**src/rtl/rv_isa_pkg.sv**
```systemverilog
// RV64I encoding helpers and immediate classes shared by the
// constant materialiser datapath.
package rv_isa_pkg;

    localparam int XLEN = 64;
    localparam int ILEN = 32;

    localparam logic [6:0] OP_IMM   = 7'b0010011;
    localparam logic [6:0] OP_IMM32 = 7'b0011011;
    localparam logic [6:0] OP_LUI   = 7'b0110111;

    localparam logic [2:0] F3_ADD = 3'b000;
    localparam logic [2:0] F3_SLL = 3'b001;

    localparam logic [ILEN-1:0] NOP = 32'h0000_0013;

    typedef enum logic [1:0] {
        IMM_SHORT,
        IMM_MID,
        IMM_LONG
    } imm_class_e;

    function automatic logic [ILEN-1:0] enc_i(
        input logic [6:0]  op,
        input logic [2:0]  f3,
        input logic [4:0]  rd,
        input logic [4:0]  rs1,
        input logic [11:0] imm12
    );
        return {imm12, rs1, f3, rd, op};
    endfunction

    function automatic logic [ILEN-1:0] enc_u(
        input logic [6:0]  op,
        input logic [4:0]  rd,
        input logic [19:0] imm20
    );
        return {imm20, rd, op};
    endfunction

    function automatic logic [ILEN-1:0] enc_slli(
        input logic [4:0] rd,
        input logic [5:0] sh
    );
        return {6'b000000, sh, rd, F3_SLL, rd, OP_IMM};
    endfunction

endpackage

```
**src/rtl/imm_chunk_split.sv**
```systemverilog
// Splits a 64-bit constant into a LUI/ADDI(W) base plus three
// 12-bit ADDI chunks that follow successive 12-bit left shifts.
module imm_chunk_split
    import rv_isa_pkg::*;
(
    input  logic [XLEN-1:0] v,
    output imm_class_e      cls,
    output logic            base_short,
    output logic [19:0]     hi,
    output logic [11:0]     lo,
    output logic            lo_nz,
    output logic [11:0]     c2,
    output logic [11:0]     c1,
    output logic [11:0]     c0,
    output logic [2:0]      c_nz
);

    logic [52:0] v1;
    logic [41:0] v2;
    logic [30:0] v3;
    logic [31:0] b;
    logic        fit12;
    logic        fit32;

    // (x - sext(x[11:0])) >>> 12 equals floor(x/4096) plus the borrow bit x[11]
    assign v1 = {v[63], v[63:12]} + {52'd0, v[11]};
    assign v2 = {v1[52], v1[52:12]} + {41'd0, v1[11]};
    assign v3 = {v2[41], v2[41:12]} + {30'd0, v2[11]};

    assign fit12 = (v[63:11] == {53{v[11]}});
    assign fit32 = (v[63:31] == {33{v[31]}});

    always_comb begin
        cls = IMM_LONG;
        if (fit12) begin
            cls = IMM_SHORT;
        end else if (fit32) begin
            cls = IMM_MID;
        end
    end

    assign b = (cls == IMM_LONG) ? {v3[30], v3} : v[31:0];

    assign base_short = (b[31:11] == {21{b[11]}});
    assign hi         = b[31:12] + {19'd0, b[11]};
    assign lo         = b[11:0];
    assign lo_nz      = |b[11:0];

    assign c0   = v[11:0];
    assign c1   = v1[11:0];
    assign c2   = v2[11:0];
    assign c_nz = {|v2[11:0], |v1[11:0], |v[11:0]};

endmodule

```
**src/rtl/imm_materializer.sv**
```systemverilog
// Expands "li rd, value" into an RV64I instruction stream,
// one instruction per valid/ready handshake.
module imm_materializer
    import rv_isa_pkg::*;
(
    input  logic            clk,
    input  logic            rst,
    input  logic            req_valid,
    output logic            req_ready,
    input  logic [4:0]      req_rd,
    input  logic [XLEN-1:0] req_value,
    output logic            instr_valid,
    input  logic            instr_ready,
    output logic [ILEN-1:0] instr,
    output logic            instr_last,
    output logic            busy
);

    typedef enum logic [2:0] {
        S_IDLE,
        S_BASE_HI,
        S_BASE_LO,
        S_SHIFT,
        S_ADD
    } state_e;

    state_e     state, state_d;
    logic [1:0] idx, idx_d;

    imm_class_e sp_cls;
    logic       sp_short;
    logic [19:0] sp_hi;
    logic [11:0] sp_lo;
    logic       sp_lo_nz;
    logic [11:0] sp_c2, sp_c1, sp_c0;
    logic [2:0] sp_c_nz;

    logic [4:0]  rd_q;
    logic        nop_q;
    logic        long_q;
    logic        short_q;
    logic [19:0] hi_q;
    logic [11:0] lo_q;
    logic        lo_nz_q;
    logic [11:0] c2_q, c1_q, c0_q;
    logic [2:0]  c_nz_q;

    logic        accept;
    logic        fire;
    logic [11:0] c_sel;
    logic        c_sel_nz;

    imm_chunk_split u_split (
        .v          (req_value),
        .cls        (sp_cls),
        .base_short (sp_short),
        .hi         (sp_hi),
        .lo         (sp_lo),
        .lo_nz      (sp_lo_nz),
        .c2         (sp_c2),
        .c1         (sp_c1),
        .c0         (sp_c0),
        .c_nz       (sp_c_nz)
    );

    assign req_ready   = (state == S_IDLE);
    assign busy        = (state != S_IDLE);
    assign instr_valid = (state != S_IDLE);
    assign accept      = req_valid && req_ready;
    assign fire        = instr_valid && instr_ready;

    always_ff @(posedge clk) begin
        if (rst) begin
            state <= S_IDLE;
            idx   <= 2'd2;
        end else begin
            state <= state_d;
            idx   <= idx_d;
        end
    end

    always_ff @(posedge clk) begin
        if (accept) begin
            rd_q    <= req_rd;
            nop_q   <= (req_rd == 5'd0);
            long_q  <= (sp_cls == IMM_LONG);
            short_q <= sp_short;
            hi_q    <= sp_hi;
            lo_q    <= sp_lo;
            lo_nz_q <= sp_lo_nz;
            c2_q    <= sp_c2;
            c1_q    <= sp_c1;
            c0_q    <= sp_c0;
            c_nz_q  <= sp_c_nz;
        end
    end

    always_comb begin
        c_sel    = c0_q;
        c_sel_nz = c_nz_q[0];
        unique case (idx)
            2'd2: begin
                c_sel    = c2_q;
                c_sel_nz = c_nz_q[2];
            end
            2'd1: begin
                c_sel    = c1_q;
                c_sel_nz = c_nz_q[1];
            end
            default: begin
                c_sel    = c0_q;
                c_sel_nz = c_nz_q[0];
            end
        endcase
    end

    always_comb begin
        state_d    = state;
        idx_d      = idx;
        instr      = '0;
        instr_last = 1'b0;
        unique case (state)
            S_IDLE: begin
                if (req_valid) begin
                    state_d = S_BASE_HI;
                    idx_d   = 2'd2;
                end
            end
            S_BASE_HI: begin
                if (nop_q) begin
                    instr      = NOP;
                    instr_last = 1'b1;
                end else if (short_q) begin
                    instr      = enc_i(OP_IMM, F3_ADD, rd_q, 5'd0, lo_q);
                    instr_last = !long_q;
                end else begin
                    instr      = enc_u(OP_LUI, rd_q, hi_q);
                    instr_last = !long_q && !lo_nz_q;
                end
                if (fire) begin
                    if (instr_last) begin
                        state_d = S_IDLE;
                    end else if (!short_q && lo_nz_q) begin
                        state_d = S_BASE_LO;
                    end else begin
                        state_d = S_SHIFT;
                    end
                end
            end
            S_BASE_LO: begin
                instr      = enc_i(OP_IMM32, F3_ADD, rd_q, rd_q, lo_q);
                instr_last = !long_q;
                if (fire) begin
                    state_d = instr_last ? S_IDLE : S_SHIFT;
                end
            end
            S_SHIFT: begin
                instr      = enc_slli(rd_q, 6'd12);
                instr_last = (idx == 2'd0) && !c_sel_nz;
                if (fire) begin
                    if (instr_last) begin
                        state_d = S_IDLE;
                    end else if (c_sel_nz) begin
                        state_d = S_ADD;
                    end else begin
                        idx_d = idx - 2'd1;
                    end
                end
            end
            S_ADD: begin
                instr      = enc_i(OP_IMM, F3_ADD, rd_q, rd_q, c_sel);
                instr_last = (idx == 2'd0);
                if (fire) begin
                    if (instr_last) begin
                        state_d = S_IDLE;
                    end else begin
                        state_d = S_SHIFT;
                        idx_d   = idx - 2'd1;
                    end
                end
            end
            default: begin
                state_d = S_IDLE;
            end
        endcase
    end

endmodule
```
**config.mk**
```make
export PLATFORM = sky130hd
export DESIGN_NAME = imm_materializer
export DESIGN_NICKNAME = d
export VERILOG_FILES = /design/src/rtl/rv_isa_pkg.sv /design/src/rtl/imm_chunk_split.sv /design/src/rtl/imm_materializer.sv
export SDC_FILE = /design/constraint.sdc
export NUM_CORES = 1
export LEC_CHECK = 0
export CORE_MARGIN = 5
export CORE_UTILIZATION = 45
export DETAILED_ROUTE_END_ITERATION = 16
export GPL_TIMING_DRIVEN = 0
export PLACE_DENSITY_LB_ADDON = 0.12
export SETUP_SLACK_MARGIN = 0.4
export SLEW_MARGIN = 15
export SYNTH_ARGS = -nofsm -noshare
export SYNTH_HDL_FRONTEND = slang
export SYNTH_SLANG_ARGS = --single-unit
```
**constraint.sdc**
```tcl
create_clock -name clk -period 9 [get_ports clk]
set_input_delay 2.25 -clock clk [delete_from_list [all_inputs] [get_ports clk]]
set_output_delay 2.25 -clock clk [all_outputs]
set_load 0.005 [all_outputs]
```
# Word level (Yosys, flattened, before mapping)
# Cells that the tools add are included.
[word_totals]
wordCells = 88
inputBits = 73
out_inout_bits = 36
register_bits = 85
[op_classes]
add_sub_neg = 5
n_eq_ne = 19
n_reduce_logical = 20
mux = 31
[ops]
columns = ["cell", "count"]
rows = [
  ["case mux 32 bit (4 select lines)", 1],
  ["2-to-1 mux 32 bit", 3],
  ["adder 52 x 2 -> 53 bit", 1],
  ["== test 52 bit", 1],
  ["OR reduction 12 bit", 4],
  ["adder 41 x 2 -> 42 bit", 1],
  ["== test 32 bit", 1],
  ["adder 30 x 2 -> 31 bit", 1],
  ["case mux 12 bit (2 select lines)", 1],
  ["2-to-1 mux 2 bit", 11],
  ["2-to-1 mux 3 bit", 7],
  ["adder 20 x 1 -> 20 bit", 1],
  ["== test 20 bit", 1],
  ["!= test 2 bit, second input constant", 8],
  ["case mux 3 bit (5 select lines)", 1],
  ["AND reduction 7 bit", 1],
  ["== test 3 x 2 -> 1 bit, second input constant", 2],
  ["case mux 2 bit (3 select lines)", 1],
  ["AND reduction 6 bit", 1],
  ["nonzero test 3 bit", 2],
  ["logical AND 1 bit", 5],
  ["logical NOT 5 bit", 1],
  ["== test 2 bit, second input constant", 2],
  ["logical NOT 1 bit", 4],
  ["10 further kinds", 13],
]

# Depth between registers and ports, before layout
# Gate-level depths: netlist of run 1.
[logic_depth]
ltp_word = 8
depth_mapped = 29
ltp_nobuf = 25

# By module
# A second synthesis of run 1 with hierarchy kept.
[hier_totals]
hier_cells = 995
hier_area_um2 = 8464.4
[by_module_without_submodules]
columns = ["module", "cells_each", "seq_area_each_um2", "instances", "area_per_inst_um2"]
rows = [
  ["imm_chunk_split", 760, 0.0, 1, 5024.8],
  ["imm_materializer", 235, 2502.4, 1, 3439.5],
]

# Least setup slack after synthesis of run 1
# No wires, ideal clock.
[synth_timing]
path_type = "input port to flip-flop"
from = "input req_value[11]"
to = "register short_q, data pin"
path_buffers = 1
setup_ns = 0.169
required_time_ns = 8.831
arrival_time_ns = 7.502
path_slack_ns = 1.329
stages = 21
path_cell_list = "ha_1 ha_1 nand4_1 nor3_1 xor2_1 ha_1 ha_1 and2_1 clkbuf_1 nand4b_1 or4_1 a2111oi_2 o211a_1 and3_1 nand2_1 nor4b_1 xnor2_1 mux2i_1 or3b_2 a2bb2o_1 nor4b_2"
[synth_between]
elab_chain_cells = 5
word_cells_on_any_way = 8
cone_classes = "add/sub (3); eq/ne (3); mux (2)"
[synth_rtl]
columns = ["element", "line", "rtl"]
rows = [
  ["from (decl)", "imm_materializer.sv:11", "input logic [XLEN-1:0] req_value,"],
  ["adder 52 x 2 -> 53 bit or == test 52 bit (tied branches)", "imm_chunk_split.sv:26, imm_chunk_split.sv:30", ""],
  ["adder 41 x 2 -> 42 bit or 2-to-1 mux 2 bit (tied branches)", "imm_chunk_split.sv:27, imm_chunk_split.sv:35", ""],
  ["adder 30 x 2 -> 31 bit or == test 2 bit (tied branches)", "imm_chunk_split.sv:28, imm_chunk_split.sv:42", ""],
  ["2-to-1 mux 32 bit *", "imm_chunk_split.sv:42", "assign b = (cls == IMM_LONG) ? {v3[30], v3} : v[31:0];"],
  ["== test 20 bit *", "imm_chunk_split.sv:44", "assign base_short = (b[31:11] == {21{b[11]}});"],
  ["named net sp_short", "imm_materializer.sv:31", "logic sp_short;"],
  ["to (signal assigned)", "imm_materializer.sv:87", "short_q <= sp_short;"],
  ["to (decl)", "imm_materializer.sv:41", "logic short_q;"],
]
# Mark *: on every way through the listed nets, which the timed path passes. The rest lies on a longest branch.
# A chain may end at the register's enable or synchronous reset.

# Worst setup path after layout of run 1
[layout_timing]
from = "input req_value[28]"
to = "register short_q, data pin"
# The elaborated chain is that of the path after synthesis.

==> results of run 1 <==
-- cells by family (layout without fill, tap and decap cells) --
family	Yosys count	after routing	share of synthesized area, %
multiplexers	13	13	1.61
adder cells (fa/ha/maj)	12	12	1.79
AND/OR/NAND/NOR	515	515	34.6
AO/OA/AOI/OAI	192	192	16.4
flip-flops	85	85	29.9
other	1	1	0.0448
XOR/XNOR	113	113	11.8
buffers and inverters	74	197	3.74
-- stage by stage --
| step | total power [W] | utilization (%) | hold WS, ps | TNS [ps] |
|---|---|---|---|---|
| 2_1_floorplan | 0.000939 | - | 448 | 0 |
| 3_3_place_gp | 0.00124 | 52.7 | 469 | -12100 |
| 3_5_place_dp | 0.00125 | 52.8 | 482 | -13270 |
| 4_1_cts | 0.00160 | 55.2 | 489 | 0 |
| 5_1_grt | 0.00170 | 56.4 | 509 | 0 |
| 6_report | 0.00160 | 56.4 | 486 | 0 |
-- sequential cells by signal, summed over array words and instances (netlist names), 2 cells and up --
signal and cells:
rd_q 5, c1_q 12, idx 2, lo_q 12, c_nz_q 3, c2_q 12
hi_q 20, c0_q 12, state 3
-- final cells by class --
class                           instances  area share [%]
Buffer                                 58            2.48
Clock buffer                            9            2.20
Clock inverter                          7           0.635
Inverter                               16           0.586
Multi-Input combinational cell        846            56.6
Sequential cell                        85            24.4
Tap cell                              229            2.80
Timing Repair Buffer                  107            10.3
-- what timing repair did --
action / CTS / global route
buffers inserted: 4 / 12
pin swaps: 2 / 8
setup endpoints to repair: 20 / 15
endpoints found under the hold margin: 0 / 0
gates resized for setup: 22 / 24
-- Yosys cell counts (3+ instances only) --
cell      number  area (um^2)
nand2_1      115          432
edfxtp_1      80         2400
nor2_1        78          293
xnor2_1       67          587
o21ai_0       48          240
xor2_1        46          403
nand3_1       45          225
clkbuf_1      40          150
nor4_1        40          250
nand4_1       39          244
nor3_1        38          190
a21oi_1       28          140
a22oi_1       25          188
and2_1        19          119
and3_1        17          106
inv_1         16         60.1
nor2b_1       14         87.6
or4_1         14          105
or3_1         13         81.3
ha_1          12          150
mux2i_1       11          110
o31a_1        11         96.3
and4_1        10         87.6
or2_2         10         62.6
nor3b_1        9         67.6
a31oi_1        8         50.1
a211oi_1       7         52.6
buf_4          7         52.6
nand4b_1       7         61.3
buf_2          6         30.0
nand2b_1       6         37.5
dfxtp_1        5          100
o211ai_1       5         37.5
o22ai_1        5         31.3
o31ai_1        5         37.5
buf_1          4         15.0
nand3b_1       4         30.0
nor4b_1        4         35.0
a22o_1         3         26.3
and4b_1        3         30.0
nand3_2        3         30.0
nand4_2        3         37.5
o221ai_1       3         26.3
o22a_1         3         26.3
or3_4          3         33.8
-- placed cells by master (no fill, tap or decap), types with 14 or more instances in the layout --
master           Yosys  layout
nor4_1              40      33
clkbuf_1            40      39
nand3_1             45      44
nor2_1              78      77
a22oi_1             25      25
nand4_1             39      39
and3_1              17      17
xor2_1              46      44
nor2b_1             14      14
inv_1               16      16
clkdlybuf4s50_1      0      87
edfxtp_1            80      80
o21ai_0             48      46
and2_1              19      18
a21oi_1             28      26
xnor2_1             67      64
nand2_1            115     114
buf_4                7      23
nor3_1              38      33
-- critical path: stages --
cell	delay, ps
clkdlybuf4s50_1	700
nand3_1	170
or4_1	480
buf_2	190
or3_4	360
a211oi_4	350
buf_4	190
buf_4	100
nand4b_1	200
or4_1	620
a2111oi_4	440
o211a_1	250
and3_1	230
nand2_2	160
nor4b_4	360
xnor2_1	160
mux2i_1	160
or3b_2	480
a2bb2o_1	300
nor4b_2	290
-- routing by layer --
layer  vias up  global-route usage, %  routed length [um]
li1       4048                      -                   -
met3        62                   2.01                1640
met4         0                   9.69                1080
met5         -                      0                   0
met2       363                   41.7               13000
met1      3901                   33.8               12000
-- worst max-delay path by stage --
| stage | startpoint | slack, ps | cells past startpoint | end |
|---|---|---|---|---|
| finish | req_value[28] | 670 | 20 | short_q$_DFFE_PP_ |
| global placement | req_value[12] | -950 | 24 | short_q$_DFFE_PP_ |
| detailed placement | req_value[12] | -1030 | 24 | short_q$_DFFE_PP_ |
| floorplan | req_value[11] | 1330 | 21 | short_q$_DFFE_PP_ |
| global route | req_value[12] | 390 | 27 | short_q$_DFFE_PP_ |
| CTS | req_value[12] | 440 | 27 | hi_q[14]$_DFFE_PP_ |
-- where the power goes --
| group | internal, W | switching, W | total, W |
|---|---|---|---|
| Combinational | 0.000308 | 0.000358 | 0.000665 |
| Clock | 0.000194 | 0.000161 | 0.000355 |
| Sequential | 0.000553 | 0.0000297 | 0.000582 |
==> flow_summary.toml, run 1 <==
[run_status]
status = "complete, no violations"

[clocking]
ctsHtreeMaxLevel = 3
cts.clk_slew.worst_paths_ps = 60
clk_path_buf_depth = 2
clk-insertion-delay-late_ps = 340
hold_buffers = 0
cts_buffers = 9
cts_root_buf = "clkbuf_16"
clkSinkCount = 85
cts_tree = "yes"

[cells_and_area]
fillers = 1720
design_area_um2 = 10200
layout.nets = 1208
antennaDiodeCount = 0
multi_input_area_um2 = 5800
regArea_um2 = 2500
drive_gt1_share_pct = 10.8
finalNonFillerCells = 1357
syn_to_final_growth_pct = 22.4

[yosys]
synth_ff_type = "edfxtp_1"
async_reset_ff_share_pct = 0
synth_warnings = 0
syn_area_um2 = 8370
synth_seq_cells = 85
synth-seq-area-share_pct = 29.9
synth_area_per_cell_um2 = 8.33
netlist_instances = 1005
synthDistinctLibCells = 97
synth_nets = 1090
synth_edf_count = 80

[global_route]
antenna_found_initial = 0
grt_use_total_pct = 25.0
grt_max_degree = 65
grt_pass1_vias = 7613
grt_pass1_wl_um = 42800
grt_overflow_total = 0

[detailed_routing]
drt_iter0_drc = 623
ant_nets = 0
dr_total_vias = 8374
wl_per_cell_um = 20.4
wl_um = 27700
drtPass1Iterations = 5
vias_per_cell = 6.17
drc = 0

[floorplan]
die_w_um = 146
start_util_pct = 46.1
chipHeight_um = 146
core_um2 = 18100
pin_count = 109
design.die.area_um2 = 21400
fp-row-count = 49

[min_path]
hp-start = "idx[0]$_SDFFE_PP0P_"
worstHoldPathCells = 2
holdPathEnd = "idx[0]$_SDFFE_PP0P_"
hold_class = "reg -> reg"

[setup_path]
worst_setup_path_start_kind = "primary input"
rrSetupSlack_ps = 6720
worstPathArrival_ps = 8470
reg2regPathDepth = 9
crit_type = "in -> reg"
r2r-start = "idx[0]$_SDFFE_PP0P_"
worstPathRequired_ps = 9140
r2r_end = "idx[1]$_SDFFE_PP1P_"
cp_max_fo = 9
end_kind = "register"

[power_and_ir_drop]
p_leak_nw = 3.31
vdd_drop_max_v = 0.000115
p_per_area_nw_per_um2 = 157

[sta]
slew_headroom_pct = 24.7
rsz0062_at_grt = "false"
maxSlewViolCount = 0
fmax_mhz = 120
setup_violations = 0
hold_violations = 0
fin_skew_ps = 7.80
period_share_pct = 92.5
setup_slack_ps = 674
worst_slew_pin_slew_ps = 1120
finalCriticalPeriod_ps = 8330

[place]
place_ws_ps = -1030
port_buffers = 90
place_congestion = 0.963
dpl-instance-area_um2 = 9590
place_hpwl_um = 22500
dp.cells = 1325

[job]
cap_violations = 0
Power figures use the tool's default switching activity.
==> run 2, diff against run 1 <==
CTS_CLUSTER_SIZE = 30   (was not set)
==> results of run 2 <==
Final layout, timing and power as in run 1 (identical DEF).
